File: config.mk
export PLATFORM = sky130hd
export DESIGN_NAME = fetch_stage
export DESIGN_NICKNAME = d
export VERILOG_FILES = /design/src/rtl/fetch_pkg.sv /design/src/rtl/fetch_skid_buf.sv /design/src/rtl/fetch_stage.sv
export SDC_FILE = /design/constraint.sdc
export NUM_CORES = 1
export LEC_CHECK = 0
export CAP_MARGIN = 10
export CORE_ASPECT_RATIO = 1.75
export CORE_MARGIN = 1
export CORE_UTILIZATION = 51
export CTS_CLUSTER_SIZE = 12
export DETAILED_ROUTE_END_ITERATION = 7
export PLACE_DENSITY_LB_ADDON = 0.12
export SYNTH_ARGS = -nofsm -noshare
export SYNTH_HDL_FRONTEND = slang
export SYNTH_SLANG_ARGS = --single-unit
File: constraint.sdc
create_clock -name i_clk -period 2.65 [get_ports i_clk]
set_clock_uncertainty 0.2 [all_clocks]
set_input_delay 0.265 -clock i_clk [delete_from_list [all_inputs] [get_ports i_clk]]
set_output_delay 0.265 -clock i_clk [all_outputs]
set_load 0.05 [all_outputs]
File: src/rtl/fetch_pkg.sv
// fetch_pkg -- shared types and constants for the RV32I instruction fetch stage.
//   fetch_state_e    : fetch FSM states (FETCH, HOLD, DRAIN)
//   if_op_e          : update applied to the IF/ID register in a given cycle
//   NOP_INSTR        : canonical NOP (addi x0, x0, 0) shown by an empty IF/ID
//   DEFAULT_RESET_PC : default for the fetch_stage RESET_PC parameter
package fetch_pkg;

  typedef enum logic [1:0] {
    FETCH = 2'd0,  // request outstanding at the current PC
    HOLD  = 2'd1,  // fetched word parked in the skid buffer while decode stalls
    DRAIN = 2'd2   // waiting out a request made stale by a redirect
  } fetch_state_e;

  typedef enum logic [2:0] {
    IF_HOLD      = 3'd0,  // keep current contents (stall)
    IF_BUBBLE    = 3'd1,  // advance with nothing new: mark invalid
    IF_FROM_MEM  = 3'd2,  // load the word acked this cycle
    IF_FROM_SKID = 3'd3,  // load the word parked in the skid buffer
    IF_FLUSH     = 3'd4   // redirect: invalidate and show NOP
  } if_op_e;

  localparam logic [31:0] NOP_INSTR        = 32'h0000_0013;
  localparam logic [31:0] DEFAULT_RESET_PC = 32'h0000_0000;

endpackage

File: src/rtl/fetch_skid_buf.sv
// fetch_skid_buf -- one-entry {instr, pc} holding buffer. Catches a fetched
// word that arrives while the IF/ID register is stalled so the memory
// handshake can complete without losing the word.
// Ports:
//   i_clk, i_rst_n : clock, asynchronous active-low reset
//   i_load         : capture i_instr/i_pc and mark the entry valid
//   i_clear        : drop the entry (wins over i_load)
//   i_instr, i_pc  : word and its address to capture
//   o_valid        : entry holds a word
//   o_instr, o_pc  : stored word and its address
module fetch_skid_buf
  import fetch_pkg::*;
(
  input  logic        i_clk,
  input  logic        i_rst_n,
  input  logic        i_load,
  input  logic        i_clear,
  input  logic [31:0] i_instr,
  input  logic [31:0] i_pc,
  output logic        o_valid,
  output logic [31:0] o_instr,
  output logic [31:0] o_pc
);

  // NOTE: sequential state is written only with non-blocking assignments so
  // every flop samples the pre-edge values of the others.
  // NOTE: the data fields are reset too; it is a single entry, so a defined
  // power-up value costs nothing and keeps X out of the IF/ID mux.
  always_ff @(posedge i_clk or negedge i_rst_n) begin
    if (!i_rst_n) begin
      o_valid <= 1'b0;
      o_instr <= NOP_INSTR;
      o_pc    <= '0;
    end else if (i_clear) begin
      o_valid <= 1'b0;
    end else if (i_load) begin
      o_valid <= 1'b1;
      o_instr <= i_instr;
      o_pc    <= i_pc;
    end
  end

endmodule

File: src/rtl/fetch_stage.sv
// fetch_stage -- RV32I instruction fetch stage and IF/ID pipeline register.
// Owns the PC, fetches words over a req/ack handshake (req and addr held
// until ack, zero-wait ack allowed) and presents {instr, pc, pc+4} to decode.
// Stall holds IF/ID; a redirect from execute flushes IF/ID and restarts fetch
// at the (word-aligned) target, draining any request already in flight.
// Parameter:
//   RESET_PC (word aligned) : PC after reset
// Ports:
//   i_clk, i_rst_n          : clock, asynchronous active-low reset
//   i_stall                 : hazard unit holds IF/ID
//   i_redirect, i_redirect_pc : flush + new fetch target
//   o_imem_req, o_imem_addr : fetch request / word address
//   i_imem_ack, i_imem_rdata: fetch response
//   o_if_valid, o_if_instr, o_if_pc, o_if_pc4 : IF/ID register to decode
//   o_misalign              : one-cycle flag for a misaligned redirect target
// Build option:
//   FETCH_MISALIGN_CHK_EN   : when defined, o_misalign reports redirects whose
//                             target has nonzero low bits; otherwise tied to 0.
module fetch_stage
  import fetch_pkg::*;
#(
  parameter logic [31:0] RESET_PC = DEFAULT_RESET_PC
) (
  input  logic        i_clk,
  input  logic        i_rst_n,
  input  logic        i_stall,
  input  logic        i_redirect,
  input  logic [31:0] i_redirect_pc,
  output logic        o_imem_req,
  output logic [31:0] o_imem_addr,
  input  logic        i_imem_ack,
  input  logic [31:0] i_imem_rdata,
  output logic        o_if_valid,
  output logic [31:0] o_if_instr,
  output logic [31:0] o_if_pc,
  output logic [31:0] o_if_pc4,
  output logic        o_misalign
);

  fetch_state_e state_q, state_d;
  logic [31:0]  pc_q, pc_d;
  logic [31:0]  drain_addr_q, drain_addr_d;
  logic         run_q;
  if_op_e       if_op;
  logic         skid_load, skid_clear;
  logic         skid_valid;
  logic [31:0]  skid_instr, skid_pc;
  logic         ack;

  // run_q keeps req low until the first edge after reset release, so a
  // request never appears in the same cycle the reset is let go.
  assign o_imem_req  = run_q && (state_q != HOLD);
  assign o_imem_addr = (state_q == DRAIN) ? drain_addr_q : pc_q;
  assign ack         = o_imem_req && i_imem_ack;

  // NOTE: every signal driven here gets a default first, so no path through
  // the case statements leaves one unassigned and infers a latch.
  always_comb begin
    state_d      = state_q;
    pc_d         = pc_q;
    drain_addr_d = drain_addr_q;
    if_op        = i_stall ? IF_HOLD : IF_BUBBLE;
    skid_load    = 1'b0;
    skid_clear   = 1'b0;

    if (i_redirect) begin
      // Redirect beats stall and any ack this cycle; acked data is dropped.
      pc_d       = {i_redirect_pc[31:2], 2'b00};
      if_op      = IF_FLUSH;
      skid_clear = 1'b1;
      if (o_imem_req && !ack) begin
        state_d = DRAIN;
        // In DRAIN the stale address is already captured; only the PC moves.
        if (state_q != DRAIN) drain_addr_d = pc_q;
      end else begin
        state_d = FETCH;
      end
    end else begin
      unique case (state_q)
        FETCH: begin
          if (ack) begin
            if (i_stall) begin
              skid_load = 1'b1;
              state_d   = HOLD;
            end else begin
              if_op = IF_FROM_MEM;
              pc_d  = pc_q + 32'd4;
            end
          end
        end
        HOLD: begin
          if (!i_stall) begin
            if_op      = skid_valid ? IF_FROM_SKID : IF_BUBBLE;
            skid_clear = 1'b1;
            pc_d       = pc_q + 32'd4;
            state_d    = FETCH;
          end
        end
        DRAIN: begin
          if (ack) state_d = FETCH;
        end
        default: state_d = FETCH;
      endcase
    end
  end

  always_ff @(posedge i_clk or negedge i_rst_n) begin
    if (!i_rst_n) begin
      state_q      <= FETCH;
      pc_q         <= RESET_PC;
      drain_addr_q <= RESET_PC;
      run_q        <= 1'b0;
    end else begin
      state_q      <= state_d;
      pc_q         <= pc_d;
      drain_addr_q <= drain_addr_d;
      run_q        <= 1'b1;
    end
  end

  // IF/ID register. A stall holds it even when it is invalid.
  always_ff @(posedge i_clk or negedge i_rst_n) begin
    if (!i_rst_n) begin
      o_if_valid <= 1'b0;
      o_if_instr <= NOP_INSTR;
      o_if_pc    <= RESET_PC;
    end else begin
      unique case (if_op)
        IF_FLUSH: begin
          o_if_valid <= 1'b0;
          o_if_instr <= NOP_INSTR;
        end
        IF_FROM_MEM: begin
          o_if_valid <= 1'b1;
          o_if_instr <= i_imem_rdata;
          o_if_pc    <= pc_q;
        end
        IF_FROM_SKID: begin
          o_if_valid <= 1'b1;
          o_if_instr <= skid_instr;
          o_if_pc    <= skid_pc;
        end
        IF_BUBBLE: o_if_valid <= 1'b0;
        default: ;
      endcase
    end
  end

  assign o_if_pc4 = o_if_pc + 32'd4;

  fetch_skid_buf u_skid (
    .i_clk   (i_clk),
    .i_rst_n (i_rst_n),
    .i_load  (skid_load),
    .i_clear (skid_clear),
    .i_instr (i_imem_rdata),
    .i_pc    (pc_q),
    .o_valid (skid_valid),
    .o_instr (skid_instr),
    .o_pc    (skid_pc)
  );

`ifdef FETCH_MISALIGN_CHK_EN
  logic misalign_q;

  always_ff @(posedge i_clk or negedge i_rst_n) begin
    if (!i_rst_n) misalign_q <= 1'b0;
    else          misalign_q <= i_redirect && (i_redirect_pc[1:0] != 2'b00);
  end

  assign o_misalign = misalign_q;
`else
  // Low target bits are dropped silently in this build.
  logic unused_redirect_lsbs;
  assign unused_redirect_lsbs = ^i_redirect_pc[1:0];
  assign o_misalign           = 1'b0;
`endif

endmodule

==> impl_table.tex <==
\begin{tabular}{lr}
\hline
Metric & Value \\
\hline
\multicolumn{2}{l}{\textbf{Floorplanning}} \\
\quad Initial core utilization & 0.5171 \\
\quad FP Rows & 65 \\
\quad Vertical die dimension & 180.6 microns \\
\quad Overall die area & 0.01879 sq mm \\
\quad Std-Cell Core Area & 0.01797 sq mm \\
\quad Top-level I/O count & 200 \\
\quad Die Span X & 104.0 microns \\
\multicolumn{2}{l}{\textbf{Global route}} \\
\quad Global route overflow & 0 \\
\quad Global-route wire length before repair & 35,670 microns \\
\quad Tot GR Track Use & 0.2392 \\
\quad Largest net degree at the start of global routing & 66 \\
\quad Via count of the first global-routing pass & 7,051 \\
\quad Initial antenna violation count & 0 \\
\multicolumn{2}{l}{\textbf{Clocking}} \\
\quad Buffer depth of the longest clock path & 2 \\
\quad TritonCTS sink count & 189 \\
\quad Level count of the clock H-tree & 4 \\
\quad Clock root buffer & sky130\_fd\_sc\_hd\_\_clkbuf\_16 \\
\quad Num CTS Buffers & 17 \\
\quad Clk\_lat worst skew & 430 ps \\
\quad Register clock-pin slew on the reported worst setup and hold paths & 70 ps \\
\quad CTS tree & yes \\
\multicolumn{2}{l}{\textbf{STA}} \\
\quad Post-layout min period & 2638 ps \\
\quad Final count of hold timing violations & 0 \\
\quad Slew at the pin closest to its max-slew limit & 554.8 ps \\
\quad Setup TNS & 0 ps \\
\quad Achievable Freq & 0.3790 GHz \\
\quad Max-slew violation count & 0 \\
\quad Number of failing setup endpoints in the final timing report & 0 \\
\quad Remaining max-slew budget at the tightest pin & 0.6274 \\
\quad Final period utilization & 0.9957 \\
\quad RSZ-0062 raised after global routing & true \\
\quad Final worst setup slack & 11.53 ps \\
\multicolumn{2}{l}{\textbf{Yosys}} \\
\quad Post-synthesis register bit count & 189 \\
\quad Sequential share of the synthesized area & 0.5097 \\
\quad Post-synthesis instance total & 822 \\
\quad Distinct cell type count after synthesis & 50 \\
\quad Predominant post-synthesis flop cell & sky130\_fd\_sc\_hd\_\_dfrtp\_1 \\
\quad Syn\_area\_per\_cell & 11.31 sq um \\
\quad Async set or reset register ratio after synthesis & 1.000 \\
\quad Warnings from Yosys & 0 \\
\quad Post-synth EDFFs & 0 \\
\quad Area of the mapped netlist & 0.009294 sq mm \\
\multicolumn{2}{l}{\textbf{Setup path}} \\
\quad Top fanout value on the critical path & 4 \\
\quad FF-to-FF setup slack & 360 ps \\
\quad Worst path buffer plus inverter count & 1 \\
\quad CP max stage cell & sky130\_fd\_sc\_hd\_\_dfrtp\_2 \\
\quad Setup crit end & o\_if\_pc4[21] \\
\quad Crit path max-delay family & simple AND/OR/NAND/NOR gates \\
\quad Worst Path Class, Setup & reg -> out \\
\quad Critical register-to-register path startpoint & state\_q[0] \\
\quad Worst R2R End & drain\_addr\_q[23] \\
\quad Critical path depth & 6 \\
\quad Slowest cell delay on critical path & 440 ps \\
\quad Data required time at the worst endpoint & 2180 ps \\
\quad Start point of the critical path & o\_if\_pc[3] \\
\quad Crit start category & register \\
\quad Depth of the most critical reg-to-reg path & 5 \\
\quad Sequence of cells on the critical path & nand2\_2 -> nor4\_4 -> and3\_4 -> and4\_4 -> xor2\_4 -> buf\_12 \\
\quad Endpoint kind of the worst setup timing path & output pin \\
\quad Arrival @ worst endpoint & 2170 ps \\
\multicolumn{2}{l}{\textbf{Route}} \\
\quad DRT iter0 DRCs & 277 \\
\quad Final routed DRC violation total & 0 \\
\quad Vias post-DR & 6,871 \\
\quad Routed wirelength normalized by instance count & 17.04 microns \\
\quad Antenna Nets Post-Route & 0 \\
\quad WL final & 21,600 microns \\
\quad Post-DR vias/cell & 5.419 \\
\quad Number of search-and-repair iterations in the first detailed-routing pass & 4 \\
\multicolumn{2}{l}{\textbf{Power and ir drop}} \\
\quad Maximum VDD drop & 0.5254 mV \\
\quad Cell area power density & 847.1 mW/mm\^{}2 \\
\quad Static power due to leakage & 5.615 nW \\
\multicolumn{2}{l}{\textbf{Placement}} \\
\quad Detailed-placement wirelength estimate & 14,970 microns \\
\quad Setup slack at placement & 179.4 ps \\
\quad Placed cell area & 0.01181 sq mm \\
\quad Number of I/O port buffers & 190 \\
\quad Routability-driven placement congestion ratio & 0.8130 \\
\quad \# placed instances & 1,220 \\
\multicolumn{2}{l}{\textbf{Cells and area}} \\
\quad Final instance count without filler cells & 1,268 \\
\quad Syn-to-layout area delta & 36.75\% \\
\quad Antenna diode count & 0 \\
\quad Share of post-route cells with drive strength above 1 & 0.3153 \\
\quad Filler Cell Count & 1,358 \\
\quad Area of all placed cells without fillers & 0.01271 sq mm \\
\quad Nets & 1,092 \\
\multicolumn{2}{l}{\textbf{Flow run}} \\
\quad Max\_cap viols & 0 \\
\multicolumn{2}{l}{\textbf{Min path}} \\
\quad Type of the tightest min-delay check & in -> async \\
\multicolumn{2}{l}{\textbf{Run status}} \\
\quad Result of the run & finished clean \\
\hline
\end{tabular}
==> cell usage in the layout (no fill, tap or decap), drive strengths merged, types with 2 or more instances in the layout <==
master	n
dfrtp	183
clkdlybuf4s50	131
mux2	121
buf	103
nand2	89
o21ai	62
nor2	46
mux2i	35
a21oi	34
xnor2	30
a22oi	29
xor2	26
nand3	25
clkbuf	19
nand4	13
inv	11
conb	8
and3	8
nor4	8
dfstp	6
and4	6
nor3	5
and2	4
o211ai	3
bufinv	3
clkinv	3
nand4b	2
dlygate4sd3	2
dlymetal6s2s	2
or2	2
or3	2
ha	2
==> where the power goes <==
part,leakage [nW],internal (mW),switching (mW)
registers,2.31,3.50,0.500
clock network,0.311,1.55,1.17
logic,3.00,1.76,2.28
total,5.61,6.81,3.96
==> worst reg2reg max path, stage by stage, from the launching register on <==
cell and delay (ps):
sky130_fd_sc_hd__dfrtp_1 470, sky130_fd_sc_hd__nand2b_1 140, sky130_fd_sc_hd__and2_2 170, sky130_fd_sc_hd__or4b_2 630, sky130_fd_sc_hd__buf_12 240, sky130_fd_sc_hd__mux2_4 340
==> layout make-up <==
type                    count  area, sq um  area share
well taps                 234        292.8     0.02304
clock inverters            14        197.7     0.01555
clock buffers              18        439.2     0.03455
inverters                   4        15.01    0.001181
flip-flops and latches    189         4760      0.3745
repair buffers            240         2525      0.1987
multi-input cells         569         4481      0.3525
==> state kept, by name, indices dropped and copies added (netlist names) <==
name            cells
drain_addr_q       30
o_if_instr         32
o_if_pc            30
o_if_valid          1
pc_q               30
run_q               1
state_q             2
u_skid.o_instr     32
u_skid.o_pc        30
u_skid.o_valid      1
==> cells by family after synthesis <==
| family | after synthesis | share of synthesized area |
|---|---|---|
| AO/OA/AOI/OAI | 130 | 0.07902 |
| buffers and inverters | 70 | 0.03958 |
| adder cells (fa/ha/maj) | 2 | 0.002692 |
| flip-flops | 189 | 0.5097 |
| AND/OR/NAND/NOR | 217 | 0.1198 |
| XOR/XNOR | 56 | 0.05277 |
| multiplexers | 156 | 0.1956 |
| other | 2 | 0.0008081 |
==> cell usage after synthesis, types with 8 or more instances <==
cell type,n,share of area
sky130_fd_sc_hd__a21oi_1,34,0.018
sky130_fd_sc_hd__clkbuf_1,22,0.0089
sky130_fd_sc_hd__mux2i_1,35,0.038
sky130_fd_sc_hd__buf_2,26,0.014
sky130_fd_sc_hd__o21ai_1,9,0.0048
sky130_fd_sc_hd__o21ai_0,53,0.029
sky130_fd_sc_hd__a22oi_1,29,0.023
sky130_fd_sc_hd__xnor2_1,30,0.028
sky130_fd_sc_hd__nand4_1,12,0.0081
sky130_fd_sc_hd__mux2_2,93,0.11
sky130_fd_sc_hd__mux2_4,28,0.045
sky130_fd_sc_hd__dfrtp_1,183,0.49
sky130_fd_sc_hd__nand3_1,24,0.013
sky130_fd_sc_hd__nand2_1,89,0.036
sky130_fd_sc_hd__buf_4,9,0.0073
sky130_fd_sc_hd__xor2_1,26,0.025
sky130_fd_sc_hd__and3_1,8,0.0054
sky130_fd_sc_hd__nor2_1,43,0.017
==> metrics by stage <==
step | power [mW] | hold WS [ps] | util
global route | 11.24 | 174.3 | 0.7071
CTS | 10.80 | 134.6 | 0.7014
global placement | 7.898 | 32.91 | 0.6573
floorplan | 6.514 | -230.6 | -
detailed placement | 7.973 | 31.03 | 0.6573
finish | 10.77 | 127.4 | 0.7071
==> worst min-delay path by stage <==
stage,startpoint,endpoint,slack (ps),cells after the start
after floorplan,i_rst_n,drain_addr_q[10],-230,0
after global placement,i_rst_n,u_skid.o_instr[12],30,1
after detailed placement,i_rst_n,u_skid.o_instr[12],30,1
after CTS,i_rst_n,u_skid.o_instr[12],130,2
after global routing,i_rst_n,u_skid.o_instr[12],170,2
final,i_rst_n,u_skid.o_instr[12],130,2
==> metal layers <==
| layer | share of wire | wire length [microns] | GRT usage | up-vias |
|---|---|---|---|---|
| met2 | 0.53 | 11380 | 0.4195 | 181 |
| met5 | 0 | 0 | 0 | - |
| met1 | 0.40 | 8636 | 0.2827 | 3397 |
| li1 | - | - | - | 3264 |
| met4 | 0.023 | 500 | 0.09429 | 0 |
| met3 | 0.050 | 1085 | 0.05353 | 29 |
==> what timing repair did <==
action                                  in CTS  in global routing
setup buffers                               10                  4
endpoints found under the setup margin      18                 12
hold buffers                                 2                  0
gates resized for setup                     17                 17
pin swaps                                    6                  4
endpoints found under the hold margin       97                  0
No activity file was read; power rests on OpenSTA's default activity.
